--- src/rtl/ppi_pkg.sv ---
// Shared field positions, register offsets and status packing for the ppi_nport
// parallel port block and its per-port channel.
package ppi_pkg;

    localparam int CTRL_DIR  = 0;
    localparam int CTRL_MODE = 1;
    localparam int CTRL_IE   = 2;

    localparam int STAT_IBF  = 3;
    localparam int STAT_OBF  = 4;
    localparam int STAT_INTR = 5;

    localparam int REG_DATA = 0;
    localparam int REG_CTRL = 1;

    typedef logic [2:0] ctrl_t;

    // Ports come out of reset as mode-0 inputs so nothing drives the pins.
    localparam ctrl_t CTRL_RST = 3'b001;

    function automatic logic [5:0] pack_status(input ctrl_t ctrl, input logic ibf,
                                               input logic obf, input logic intr);
        logic [5:0] s;
        s            = '0;
        s[2:0]       = ctrl;
        s[STAT_IBF]  = ibf;
        s[STAT_OBF]  = obf;
        s[STAT_INTR] = intr;
        return s;
    endfunction

endpackage

--- src/rtl/ppi_port_channel.sv ---
// One PPI port: pin/strobe synchronisers, input and output latches, control
// register and the mode-1 handshake flags.
module ppi_port_channel
    import ppi_pkg::*;
#(
    parameter int WIDTH = 8
)(
    input  logic             clk,
    input  logic             reset_n,
    input  logic [WIDTH-1:0] din,
    input  logic             wr_data,
    input  logic             wr_ctrl,
    input  logic             rd_data,
    input  logic [WIDTH-1:0] pin,
    input  logic             stb_n,
    input  logic             ack_n,
    output logic [WIDTH-1:0] port_out,
    output logic [WIDTH-1:0] port_oe,
    output logic             ibf,
    output logic             obf_n,
    output logic             intr,
    output logic [WIDTH-1:0] rd_val,
    output logic [WIDTH-1:0] status
);

    logic [WIDTH-1:0] pin_p0, pin_p1;
    logic             stb_p0, stb_p1, stb_p2;
    logic             ack_p0, ack_p1, ack_p2;
    ctrl_t            ctrl;
    logic [WIDTH-1:0] out_latch, in_latch;
    logic             done;

    ctrl_t            ctrl_nxt;
    logic [WIDTH-1:0] out_nxt, in_nxt;
    logic             ibf_nxt, obf_nxt, done_nxt, intr_nxt;
    logic             m1_in, m1_out, stb_fall, ack_fall, ack_rise;

    assign m1_in    = ctrl[CTRL_MODE] &  ctrl[CTRL_DIR];
    assign m1_out   = ctrl[CTRL_MODE] & ~ctrl[CTRL_DIR];
    // Edges are taken between the second sync stage and its delayed copy.
    assign stb_fall =  stb_p2 & ~stb_p1;
    assign ack_fall =  ack_p2 & ~ack_p1;
    assign ack_rise = ~ack_p2 &  ack_p1;

    always_comb begin
        ctrl_nxt = ctrl;
        out_nxt  = out_latch;
        in_nxt   = in_latch;
        ibf_nxt  = ibf;
        obf_nxt  = ~obf_n;
        done_nxt = done;
        if (wr_ctrl) begin
            ctrl_nxt = din[2:0];
            out_nxt  = '0;
            ibf_nxt  = 1'b0;
            obf_nxt  = 1'b0;
            done_nxt = 1'b0;
        end else begin
            // A CPU write outranks an acknowledge edge arriving in the same cycle.
            if (wr_data) begin
                out_nxt  = din;
                done_nxt = 1'b0;
                if (m1_out) obf_nxt = 1'b1;
            end else if (m1_out) begin
                if (ack_fall) obf_nxt = 1'b0;
                if (ack_rise && obf_n) done_nxt = 1'b1;
            end
            if (m1_in) begin
                if (rd_data) ibf_nxt = 1'b0;
                if (stb_fall) begin
                    in_nxt  = pin_p1;
                    ibf_nxt = 1'b1;
                end
            end
        end
        intr_nxt = ctrl_nxt[CTRL_IE] & (ibf_nxt | done_nxt);
    end

    always_ff @(posedge clk or negedge reset_n) begin
        if (!reset_n) begin
            pin_p0    <= '0;
            pin_p1    <= '0;
            stb_p0    <= 1'b1;
            stb_p1    <= 1'b1;
            stb_p2    <= 1'b1;
            ack_p0    <= 1'b1;
            ack_p1    <= 1'b1;
            ack_p2    <= 1'b1;
            ctrl      <= CTRL_RST;
            out_latch <= '0;
            in_latch  <= '0;
            ibf       <= 1'b0;
            obf_n     <= 1'b1;
            done      <= 1'b0;
            intr      <= 1'b0;
        end else begin
            pin_p0    <= pin;
            pin_p1    <= pin_p0;
            stb_p0    <= stb_n;
            stb_p1    <= stb_p0;
            stb_p2    <= stb_p1;
            ack_p0    <= ack_n;
            ack_p1    <= ack_p0;
            ack_p2    <= ack_p1;
            ctrl      <= ctrl_nxt;
            out_latch <= out_nxt;
            in_latch  <= in_nxt;
            ibf       <= ibf_nxt;
            obf_n     <= ~obf_nxt;
            done      <= done_nxt;
            intr      <= intr_nxt;
        end
    end

    assign port_out = out_latch;
    assign port_oe  = {WIDTH{~ctrl[CTRL_DIR]}};
    assign rd_val   = ctrl[CTRL_DIR] ? (ctrl[CTRL_MODE] ? in_latch : pin_p1) : out_latch;
    assign status   = WIDTH'(pack_status(ctrl, ibf, ~obf_n, intr));

endmodule

--- src/rtl/ppi_nport.sv ---
// NPORTS-wide programmable peripheral interface: CPU access commit detection,
// register decode and read mux around one ppi_port_channel per port.
module ppi_nport
    import ppi_pkg::*;
#(
    parameter  int WIDTH  = 8,
    parameter  int NPORTS = 2,
    localparam int ADDR_W = $clog2(2*NPORTS)
)(
    input  logic                    clk,
    input  logic                    reset_n,
    input  logic                    cs_n,
    input  logic                    rd_n,
    input  logic                    wr_n,
    input  logic [ADDR_W-1:0]       addr,
    input  logic [WIDTH-1:0]        din,
    output logic [WIDTH-1:0]        dout,
    output logic                    d_oe,
    input  logic [NPORTS*WIDTH-1:0] port_in,
    output logic [NPORTS*WIDTH-1:0] port_out,
    output logic [NPORTS*WIDTH-1:0] port_oe,
    input  logic [NPORTS-1:0]       stb_n,
    input  logic [NPORTS-1:0]       ack_n,
    output logic [NPORTS-1:0]       ibf,
    output logic [NPORTS-1:0]       obf_n,
    output logic [NPORTS-1:0]       intr
);

    logic             rd_req, wr_req, rd_req_q, wr_req_q;
    logic             rd_commit, wr_commit;
    logic [WIDTH-1:0] rd_mux;
    logic [WIDTH-1:0] ch_data   [NPORTS];
    logic [WIDTH-1:0] ch_status [NPORTS];

    // Both strobes low together is not a valid access and never commits.
    assign rd_req    = ~cs_n & ~rd_n &  wr_n;
    assign wr_req    = ~cs_n & ~wr_n &  rd_n;
    assign rd_commit = rd_req & ~rd_req_q;
    assign wr_commit = wr_req & ~wr_req_q;

    for (genvar p = 0; p < NPORTS; p++) begin : g_port
        localparam logic [ADDR_W-1:0] A_DATA = ADDR_W'(2*p + REG_DATA);
        localparam logic [ADDR_W-1:0] A_CTRL = ADDR_W'(2*p + REG_CTRL);

        ppi_port_channel #(.WIDTH(WIDTH)) u_chan (
            .clk      (clk),
            .reset_n  (reset_n),
            .din      (din),
            .wr_data  (wr_commit && (addr == A_DATA)),
            .wr_ctrl  (wr_commit && (addr == A_CTRL)),
            .rd_data  (rd_commit && (addr == A_DATA)),
            .pin      (port_in[p*WIDTH +: WIDTH]),
            .stb_n    (stb_n[p]),
            .ack_n    (ack_n[p]),
            .port_out (port_out[p*WIDTH +: WIDTH]),
            .port_oe  (port_oe[p*WIDTH +: WIDTH]),
            .ibf      (ibf[p]),
            .obf_n    (obf_n[p]),
            .intr     (intr[p]),
            .rd_val   (ch_data[p]),
            .status   (ch_status[p])
        );
    end

    // Addresses past the last port match nothing and read back as zero.
    always_comb begin
        rd_mux = '0;
        for (int p = 0; p < NPORTS; p++) begin
            if (addr == ADDR_W'(2*p + REG_DATA)) rd_mux = ch_data[p];
            if (addr == ADDR_W'(2*p + REG_CTRL)) rd_mux = ch_status[p];
        end
    end

    always_ff @(posedge clk or negedge reset_n) begin
        if (!reset_n) begin
            rd_req_q <= 1'b0;
            wr_req_q <= 1'b0;
            dout     <= '0;
            d_oe     <= 1'b0;
        end else begin
            rd_req_q <= rd_req;
            wr_req_q <= wr_req;
            if (rd_commit) dout <= rd_mux;
            d_oe     <= rd_commit | (d_oe & ~cs_n & ~rd_n);
        end
    end

endmodule

--- config.mk ---
export PLATFORM = sky130hd
export DESIGN_NAME = ppi_nport
export DESIGN_NICKNAME = d
export VERILOG_FILES = /design/src/rtl/ppi_pkg.sv /design/src/rtl/ppi_port_channel.sv /design/src/rtl/ppi_nport.sv
export SDC_FILE = /design/constraint.sdc
export NUM_CORES = 1
export LEC_CHECK = 0
export CAP_MARGIN = 40
export CORE_UTILIZATION = 46
export CTS_CLUSTER_SIZE = 8
export DETAILED_ROUTE_END_ITERATION = 10
export GPL_TIMING_DRIVEN = 0
export PLACE_DENSITY = 0.75
export SYNTH_ARGS = -nofsm -noshare
export SYNTH_HDL_FRONTEND = slang
export SYNTH_SLANG_ARGS = --single-unit
export TNS_END_PERCENT = 30
--- constraint.sdc ---
create_clock -name clk -period 1.6 [get_ports clk]
set_clock_uncertainty 0.15 [all_clocks]
set_input_delay 0.32 -clock clk [delete_from_list [all_inputs] [get_ports clk]]
set_output_delay 0.32 -clock clk [all_outputs]
set_load 0.02 [all_outputs]
==> flow_summary.json, run 1 <==
{
  "outcome": "complete, but fails checks",
  "failed_checks": "negative setup slack",
  "synth.distinct_cells": 47,
  "tritoncts": "built",
  "antenna_found_initial": 0,
  "grt_pass1_wl_um": 14770,
  "yosys_warnings": 0,
  "num_vias": 2855,
  "hold_path.class": "flip-flop to flip-flop",
  "synthCells": 299,
  "pwr-share-seq_pct": 44.3,
  "htreeDepth": 3,
  "total_power_mw": 7.415,
  "dr.pass1.iters": 4,
  "wl_per_cell_um": 18.07,
  "period_share_pct": 128.0,
  "max_freq_mhz": 488.3,
  "worst_skew_pair.late_latency_ns": 0.36,
  "initial_utilization_pct": 48.06,
  "setup_slack_ns": -0.4480,
  "ioPinCount": 82,
  "drv_slew": 0,
  "hold_violations": 0,
  "cts.path.max_buffers": 2,
  "slowest_stage": "dfstp_2",
  "grt_setup_unrepaired": "yes",
  "syn_avg_cell_area_um2": 13.41,
  "max_stage_delay_ns": 0.56,
  "dieArea_mm2": 0.009093,
  "fillerInstances": 573,
  "met1_length_um": 4084,
  "path_cells": "clkbuf_16 > clkinvlp_4 > buf_6 > buf_6 > buf_6",
  "p_int_mw": 5.096,
  "synth-edff-count": 0,
  "synth_flop_cell": "dfrtp_1",
  "synthMuxAreaShare_pct": 11.05,
  "cp_max_fo": 6,
  "routed.top_layer": "met4",
  "wl_met3_um": 654,
  "netlist.area_leader.share_pct": 53.06,
  "wl_met2_um": 4699,
  "die_w_um": 95.36,
  "yosysSeqAreaShare_pct": 63.55,
  "pwr-share-clk_pct": 19.8,
  "ys_ff_latch": 101,
  "reg2reg_from": "wr_req_q",
  "reg2reg_depth": 5,
  "drtAntennaViolNets": 0,
  "gp_congestion": 0.8279,
  "tightest_slew_ns": 0.5656,
  "crit_buf_inv": 5,
  "synth-simple-area-share_pct": 8.708,
  "grt_overflow": 0,
  "power_leakage_nw": 2.567,
  "timing.hold.worst.start": "g_port[0].u_chan.pin_p0[5]",
  "cts_root_buf": "clkbuf_8",
  "pwr-share-comb_pct": 35.9,
  "hold_depth": 0,
  "clkTransAtPathRegs_ns": 0.09,
  "drtIter0Drc": 128,
  "r2r_slack_ns": -0.33,
  "synthAdderAreaFrac_pct": 0,
  "p_sw_mw": 2.319,
  "via_per_inst": 5.346,
  "worstPathRequired_ns": 1.13,
  "hpwlAfterDp_um": 6261,
  "p_sw_share_pct": 31.27,
  "max-cap-violations": 0,
  "layout-drive-gt1-share_pct": 39.16,
  "crit_type": "flip-flop to primary output",
  "finalSetupViolCount": 66,
  "cts_made_buffers": 9,
  "synth_top_family_by_area": "multiplexers",
  "wl_um": 9650,
  "arrival_ns": 1.58,
  "grt_pass1_vias": 2833,
  "power_density_mw_per_mm2": 1299,
  "synthXorXnorAreaFrac_pct": 0,
  "synth_compound_area_share_pct": 10.86,
  "cp-start-kind": "flip-flop",
  "synthesis.area_mm2": 0.004009,
  "ir_drop_mv": 0.5349,
  "route.detailed.drc": 0,
  "synth_top_area_cell": "dfrtp_1",
  "antenna_cells": 0,
  "core_area_mm2": 0.008341,
  "async_reset_ff_share_pct": 100.0,
  "min_delay_worst_endpoint": "g_port[0].u_chan.pin_p1[5]",
  "nets": 459,
  "areaGrowthSynthToFinish_pct": 42.38,
  "synth.area.top_cells": "dfrtp_1 (53%), dfstp_2 (10%), mux2_2 (6.7%)",
  "finalCriticalPeriod_ns": 2.048,
  "die_height_um": 95.36,
  "port_buffers": 81,
  "grt_usage_pct": 22.48,
  "crit_path_end_kind": "primary output",
  "rows": 33,
  "syn_nets": 334,
  "grt_max_degree": 67,
  "cpMostUsedCell": "buf_6",
  "crit_family": "buffers and inverters",
  "r2r-end": "g_port[1].u_chan.in_latch[7]",
  "relSlewSlack_pct": 62.30,
  "cts.sinks": 101,
  "final_util_pct": 68.44
}
## area by class of cell
| type | instances | area (µm²) | share of cell area [%] |
|---|---|---|---|
| buffer | 30 | 317.8 | 5.568 |
| clock buffer | 13 | 158.9 | 2.784 |
| clock inverter | 3 | 20.02 | 0.3507 |
| inverter | 6 | 33.78 | 0.5918 |
| multi-input combinational | 158 | 1335 | 23.39 |
| sequential | 101 | 2547 | 44.63 |
| tap | 105 | 131.4 | 2.302 |
| timing repair buffer | 117 | 1155 | 20.23 |
| timing repair inverter | 1 | 8.758 | 0.1534 |
## synth_stat cells (2+ instances only)
cell type,count
inv_1,6
dfstp_2,16
mux2_2,24
o31ai_1,2
o21a_1,2
o21ai_0,13
dfrtp_1,85
buf_2,7
nor2_1,12
nand2b_1,5
a22o_1,17
nand2_1,17
nor3_1,2
nand3b_1,3
nand4b_1,2
a21oi_1,5
o211ai_1,3
a211oi_1,4
mux2i_1,15
buf_4,20
o22ai_1,3
o221ai_1,3
clkbuf_1,6
or4b_2,2
nor3b_1,3
## layer usage
metal / up-vias / track usage [%]
met5: - / 0
met4: 0 / 9.343
met3: 21 / 5.423
met2: 120 / 35.36
met1: 1419 / 29.88
li1: 1295 / -
## how the worst max path moves through the flow
stage,startpoint,to,slack (ns),depth (start not counted)
2_1_floorplan,rd_n,g_port[1].u_chan.intr,-0.11,5
3_3_place_gp,reset_n,dout[3],-3.50,1
3_5_place_dp,cs_n,g_port[0].u_chan.in_latch[4],-0.90,6
4_1_cts,g_port[1].u_chan.ctrl[0],port_oe[10],-0.45,5
5_1_grt,g_port[1].u_chan.ctrl[0],port_oe[10],-0.51,5
6_report,g_port[1].u_chan.ctrl[0],port_oe[10],-0.45,5
## stage by stage
step	setup slack (ns)	hold WS [ns]	area, µm²	setup TNS, ns	instances
5_1_grt	-0.5070	0.1912	5708	-16.28	534
6_report	-0.4480	0.1950	5708	-13.62	534
4_1_cts	-0.4461	0.1927	5599	-11.80	527
3_5_place_dp	-0.8953	0.1518	5031	-49.69	486
3_3_place_gp	-3.504	0.1824	5006	-383.57	485
2_1_floorplan	-0.1082	-0.1256	4064	-2.971	299
## power groups by stage
stage	sequential, mW	combinational [mW]	clock [mW]
final	3.28	2.66	1.47
after CTS	3.27	2.55	1.49
after global routing	3.33	2.82	1.59
after global placement	3.30	2.16	0
after detailed placement	3.33	2.22	0
after floorplan	3.39	1.20	0
## cell usage in the layout (no fill, tap or decap), types with 4 or more instances in the layout
| master | netlist | routed |
|---|---|---|
| a21oi_1 | 5 | 4 |
| nand2_1 | 17 | 16 |
| mux2_4 | 0 | 5 |
| clkdlybuf4s15_1 | 0 | 12 |
| buf_4 | 20 | 31 |
| o21ai_1 | 1 | 6 |
| buf_12 | 0 | 4 |
| nor2_1 | 12 | 11 |
| dlygate4sd2_1 | 0 | 16 |
| o21ai_0 | 13 | 7 |
| a22o_1 | 17 | 17 |
| nand2b_1 | 5 | 5 |
| mux2i_1 | 15 | 14 |
| dfstp_2 | 16 | 16 |
| inv_1 | 6 | 4 |
| clkbuf_8 | 0 | 11 |
| a211oi_1 | 4 | 4 |
| buf_6 | 0 | 44 |
| mux2_2 | 24 | 19 |
| dfrtp_1 | 85 | 85 |
| clkdlybuf4s50_1 | 0 | 28 |
## state kept, by name (all words and copies together), names as in the netlist, 6 cells and up
signal                  cells
g_port.u_chan.pin_p1       16
g_port.u_chan.ctrl          6
dout                        8
g_port.u_chan.port_out     16
g_port.u_chan.in_latch     16
g_port.u_chan.pin_p0       16
## worst reg2reg max path, delay by kind of cell (launching register included)
kind,cells,cell delay (ns)
simple gates,3,0.80
flops,1,0.42
mux,1,0.29
buf+inv,1,0.14
## cells by family after synthesis
family / count (synthesis)
buf+inv: 40
simple gates: 58
compound gates: 60
mux: 40
flops: 101
## what timing repair did
| action | CTS | global route |
|---|---|---|
| resized for setup | 197 | 30 |
| setup endpoints to repair | 102 | 84 |
| cloned | 2 | 0 |
| setup buffers | 26 | 7 |
| hold buffers | 1 | 0 |
| endpoints found under the hold margin | 32 | 0 |
| pin swaps | 20 | 16 |
No activity file was read; power rests on OpenSTA's default activity.
==> run 2, diff against run 1 <==
--- a/config.mk
+++ b/config.mk
@@ -11,6 +11,7 @@
 export DETAILED_ROUTE_END_ITERATION = 10
 export GPL_TIMING_DRIVEN = 0
 export PLACE_DENSITY = 0.75
+export SKIP_LAST_GASP = 1
 export SYNTH_ARGS = -nofsm -noshare
 export SYNTH_HDL_FRONTEND = slang
 export SYNTH_SLANG_ARGS = --single-unit
==> constraint.sdc (replaced) <==
create_clock -name clk -period 1.6 [get_ports clk]
set_clock_uncertainty 0.15 [all_clocks]
set_input_delay 0.32 -clock clk [delete_from_list [all_inputs] [get_ports clk]]
set_output_delay 0.32 -clock clk [all_outputs]
set_load 0.05 [all_outputs]
==> run 2 against run 1 <==
The flow still finishes with violations (negative setup slack). Cell area shrank 2.7%. Largest power group unchanged. Clock power about the same. First-iteration DRC count rose by 45%. Routed wire length is 7.5% lower. Sequential cell count did not move. Count of clock-buffer cells in the layout down 2.
==> flow_summary.json, run 2 (synthesis results as in run 1) <==
{
  "critPathLaunch": "g_port[0].u_chan.ctrl[0]",
  "hold_violations": 0,
  "ir_drop_mv": 0.5845,
  "grt_overflow": 0,
  "dieArea_mm2": 0.009093,
  "fillerInstances": 584,
  "num_vias": 2797,
  "areaGrowthSynthToFinish_pct": 38.48,
  "reg2reg_depth": 5,
  "wl_um": 8924,
  "die_height_um": 95.36,
  "arrival_ns": 1.56,
  "r2r-end": "g_port[1].u_chan.in_latch[2]",
  "cts.sinks": 101,
  "tightest_slew_ns": 0.5884,
  "cts.path.max_buffers": 2,
  "grt_pass1_wl_um": 14050,
  "layout_common_cells": "dfrtp_1 (84), clkdlybuf4s50_1 (29), buf_4 (25)",
  "cp-start-kind": "flip-flop",
  "post_dp_cell_area_mm2": 0.005117,
  "reg2reg_from": "wr_req_q",
  "clkTransAtPathRegs_ns": 0.09,
  "gp_congestion": 0.8283,
  "via_per_inst": 5.379,
  "endpoint": "port_oe[1]",
  "fin_area_mm2": 0.005552,
  "wl_per_cell_um": 17.16,
  "relSlewSlack_pct": 60.77,
  "power_density_mw_per_mm2": 1420,
  "dr.pass1.iters": 4,
  "power_leakage_nw": 2.513,
  "grt_pass1_vias": 2687,
  "antenna_cells": 0,
  "cp_max_fo": 5,
  "max_freq_mhz": 493.5,
  "grt_setup_unrepaired": "yes",
  "drv_slew": 0,
  "hpwlAfterDp_um": 6148,
  "grt_max_degree": 56,
  "rows": 33,
  "finalCriticalPeriod_ns": 2.026,
  "worst_skew_pair.late_latency_ns": 0.35,
  "crit_type": "flip-flop to primary output",
  "cts_root_buf": "clkbuf_8",
  "nets": 445,
  "port_buffers": 81,
  "layout_commonest_cell": "dfrtp_1",
  "dp.cells": 486,
  "finalSetupViolCount": 86,
  "max-cap-violations": 0,
  "tritoncts": "built",
  "hold_path.class": "flip-flop to flip-flop",
  "initial_utilization_pct": 48.06,
  "instances_no_fill": 520,
  "htreeDepth": 3,
  "core_area_mm2": 0.008341,
  "layout-drive-gt1-share_pct": 37.11,
  "grt_usage_pct": 21.20,
  "outcome": "complete, but fails checks",
  "die_w_um": 95.36,
  "post-place-ws_ns": -0.9655,
  "failed_checks": "negative setup slack",
  "ioPinCount": 82,
  "setup_slack_ns": -0.4263,
  "period_share_pct": 126.6,
  "antenna_found_initial": 0,
  "drtIter0Drc": 186,
  "crit_path_end_kind": "primary output",
  "cts_made_buffers": 9,
  "r2r_slack_ns": -0.33,
  "route.detailed.drc": 0,
  "worstPathRequired_ns": 1.13,
  "drtAntennaViolNets": 0
}
## run 2: power breakdown
part	switching, mW	total (mW)	internal (mW)
Sequential	0.273	3.28	3.01
Combinational	1.77	3.15	1.38
Clock	0.838	1.45	0.615
## run 2: area by class of cell
cell class | count | area (µm²) | share of cell area [%]
well taps | 105 | 131.4 | 2.366
repair inverters | 1 | 7.507 | 0.1352
clock inverters | 5 | 36.28 | 0.6536
clock buffers | 11 | 141.4 | 2.547
plain buffers | 31 | 356.6 | 6.423
multi-input cells | 158 | 1285 | 23.15
flip-flops and latches | 101 | 2549 | 45.91
repair buffers | 102 | 1015 | 18.28
inverters | 6 | 30.03 | 0.5409
## run 2: timing repair
item	4_1_cts	5_1_grt
endpoints found under the hold margin	40	0
hold buffers	1	0
setup buffers	13	5
endpoints found under the setup margin	102	99
pin swaps	5	3
cloned	2	0
resized for setup	194	20
## run 2: worst min-delay path by stage
stage,from,endpoint,slack [ns],cells after the start
3_3_place_gp,g_port[1].u_chan.pin_p0[7],g_port[1].u_chan.pin_p1[7],0.18,0
6_report,g_port[1].u_chan.pin_p0[2],g_port[1].u_chan.pin_p1[2],0.20,0
4_1_cts,ack_n[0],g_port[0].u_chan.ack_p0,0.20,1
3_5_place_dp,g_port[0].u_chan.pin_p0[7],g_port[0].u_chan.pin_p1[7],0.18,0
5_1_grt,stb_n[0],g_port[0].u_chan.stb_p0,0.20,1
2_1_floorplan,reset_n,d_oe,-0.13,0
## run 2: metal layers
metal	up-vias	track usage [%]	part of all wire (%)
met4	0	8.460	1.5
met1	1402	29.39	43
li1	1274	-	-
met5	-	0	0
met3	12	3.589	6.7
met2	109	33.27	49
## run 2: metrics by stage
step           hold slack, ns  utilization (%)  power, mW  TNS, ns
2_1_floorplan         -0.1256                -      5.317   -7.336
3_5_place_dp           0.1847            61.36      6.261   -56.75
6_report               0.2037            66.56      7.883   -19.76
4_1_cts                0.1965            65.96      7.904   -20.24
5_1_grt                0.1953            66.56      8.235   -24.63
3_3_place_gp           0.1822            61.06      6.190  -391.47
## run 2: worst max-delay path, cell delays in order (launching register included)
cell and delay, ns:
dfstp_2 0.56, clkbuf_16 0.15, clkinvlp_4 0.17, buf_8 0.17
buf_8 0.14
==> run 3, diff against run 2 <==
--- a/config.mk
+++ b/config.mk
@@ -9,7 +9,6 @@
 export CORE_UTILIZATION = 46
 export CTS_CLUSTER_SIZE = 8
 export DETAILED_ROUTE_END_ITERATION = 10
-export GPL_TIMING_DRIVEN = 0
 export PLACE_DENSITY = 0.75
 export SKIP_LAST_GASP = 1
 export SYNTH_ARGS = -nofsm -noshare
==> run 3 against run 2 <==
The run still ends with negative setup slack left. Routed wire length is 11% higher. Largest power group is now combinational logic. Clock power rose by 21%. Count of clock-buffer cells in the layout unchanged. Critical path type unchanged. Highest routed layer unchanged. Cell area increased by 8.2%.
==> flow_summary.json, run 3 (synthesis results as in run 1) <==
{
  "outcome": "complete, but fails checks",
  "failed_checks": "negative setup slack",
  "cp-start-kind": "flip-flop",
  "die_height_um": 95.36,
  "dieArea_mm2": 0.009093,
  "r2r_slack_ns": -0.27,
  "critPathLaunch": "g_port[0].u_chan.ctrl[0]",
  "hold_violations": 0,
  "setup_tns_ns": -14.44,
  "slowest_stage": "dfstp_2",
  "hold_path.class": "input port to flip-flop",
  "drv_slew": 0,
  "gp_congestion": 0.8850,
  "ioPinCount": 82,
  "path_cells": "buf_6 > buf_6 > clkinvlp_4 > buf_8",
  "post-place-ws_ns": -0.8457,
  "crit_type": "flip-flop to primary output",
  "worst_skew_pair.late_latency_ns": 0.37,
  "setup_slack_ns": -0.4205,
  "grt_usage_pct": 23.04,
  "cts_made_buffers": 9,
  "cts_root_buf": "clkbuf_8",
  "r2r-end": "dout[1]",
  "hpwlAfterDp_um": 6909,
  "tritoncts": "built",
  "layout-drive-gt1-share_pct": 45.50,
  "cts.sinks": 101,
  "reg2reg_depth": 7,
  "grt_setup_unrepaired": "yes",
  "layout_common_cells": "dfrtp_1 (84), buf_4 (60), buf_12 (35)",
  "antenna_cells": 0,
  "initial_utilization_pct": 48.06,
  "nets": 463,
  "endpoint": "port_oe[5]",
  "wl_um": 9867,
  "crit_family": "buffers and inverters",
  "clkTransAtPathRegs_ns": 0.10,
  "rows": 33,
  "via_per_inst": 5.392,
  "crit_path_end_kind": "primary output",
  "grt_overflow": 0,
  "cpMostUsedCell": "buf_6",
  "layout_commonest_cell": "dfrtp_1",
  "tightest_slew_ns": 0.4497,
  "finalSetupViolCount": 64,
  "drtAntennaViolNets": 0,
  "crit_buf_inv": 4,
  "wl_per_cell_um": 18.34,
  "die_w_um": 95.36,
  "period_share_pct": 126.3,
  "max_stage_delay_ns": 0.55,
  "cp_num_cells": 4,
  "antenna_found_initial": 0,
  "arrival_ns": 1.55,
  "dr.pass1.iters": 4,
  "route.detailed.drc": 0,
  "power_density_mw_per_mm2": 1437,
  "num_vias": 2901,
  "ir_drop_mv": 0.6042,
  "grt_pass1_wl_um": 15150,
  "worstPathRequired_ns": 1.13,
  "finalCriticalPeriod_ns": 2.021,
  "power_leakage_nw": 2.666,
  "areaGrowthSynthToFinish_pct": 49.81,
  "reg2reg_from": "g_port[0].u_chan.ctrl[0]",
  "grt_max_degree": 36,
  "cts.path.max_buffers": 2,
  "max-cap-violations": 0,
  "port_buffers": 81,
  "core_area_mm2": 0.008341,
  "max_freq_mhz": 494.9,
  "cp_max_fo": 5,
  "drtIter0Drc": 127,
  "relSlewSlack_pct": 69.94,
  "htreeDepth": 3,
  "grt_pass1_vias": 2977
}
run 3: power by group:
part,switching (mW),internal [mW],total (mW)
Clock,0.860,0.891,1.75
Sequential,0.362,3.01,3.37
Combinational,1.80,1.70,3.51
Total,3.02,5.60,8.63
run 3: timing repair:
action / 4_1_cts / 5_1_grt
buffers inserted: 10 / 7
gates resized for setup: 30 / 25
hold endpoints to repair: 17 / 0
hold buffers: 1 / 0
cloned: 2 / 0
setup endpoints to repair: 70 / 69
pin swaps: 1 / 13
run 3: worst min path at each step:
stage / from / end / slack (ns) / depth (start not counted)
4_1_cts: ack_n[1] / g_port[1].u_chan.ack_p0 / 0.18 / 1
6_report: ack_n[1] / g_port[1].u_chan.ack_p0 / 0.20 / 1
3_5_place_dp: reset_n / dout[2] / 0.10 / 1
2_1_floorplan: reset_n / d_oe / -0.13 / 0
5_1_grt: ack_n[1] / g_port[1].u_chan.ack_p0 / 0.18 / 1
3_3_place_gp: reset_n / d_oe / 0.1 / 1
run 3: layer usage:
layer  track usage [%]  share of wire [%]
met1             30.24                 42
met2             37.20                 50
met3             5.024                5.4
met4             9.343                2.6
met5                 0                  0
run 3: final cells by class:
| cell class | instances | area (µm²) |
|---|---|---|
| fill | 518 | 2335 |
| timing repair inverter | 2 | 15.01 |
| clock buffer | 11 | 131.4 |
| multi-input combinational | 158 | 1315 |
| tap | 105 | 131.4 |
| inverter | 6 | 30.03 |
| clock inverter | 5 | 85.08 |
| timing repair buffer | 150 | 1749 |
| sequential | 101 | 2549 |
run 3: stage by stage:
stage	power (mW)	std cells	instance area (µm²)	util (%)	hold slack, ns
after floorplan	5.317	299	4150	-	-0.1256
after global placement	6.453	504	5453	65.38	0.09758
after detailed placement	6.534	504	5453	65.38	0.1015
after CTS	8.520	533	5884	70.55	0.1842
after global routing	8.985	538	6006	72.01	0.1752
final	8.627	538	6006	72.01	0.1965
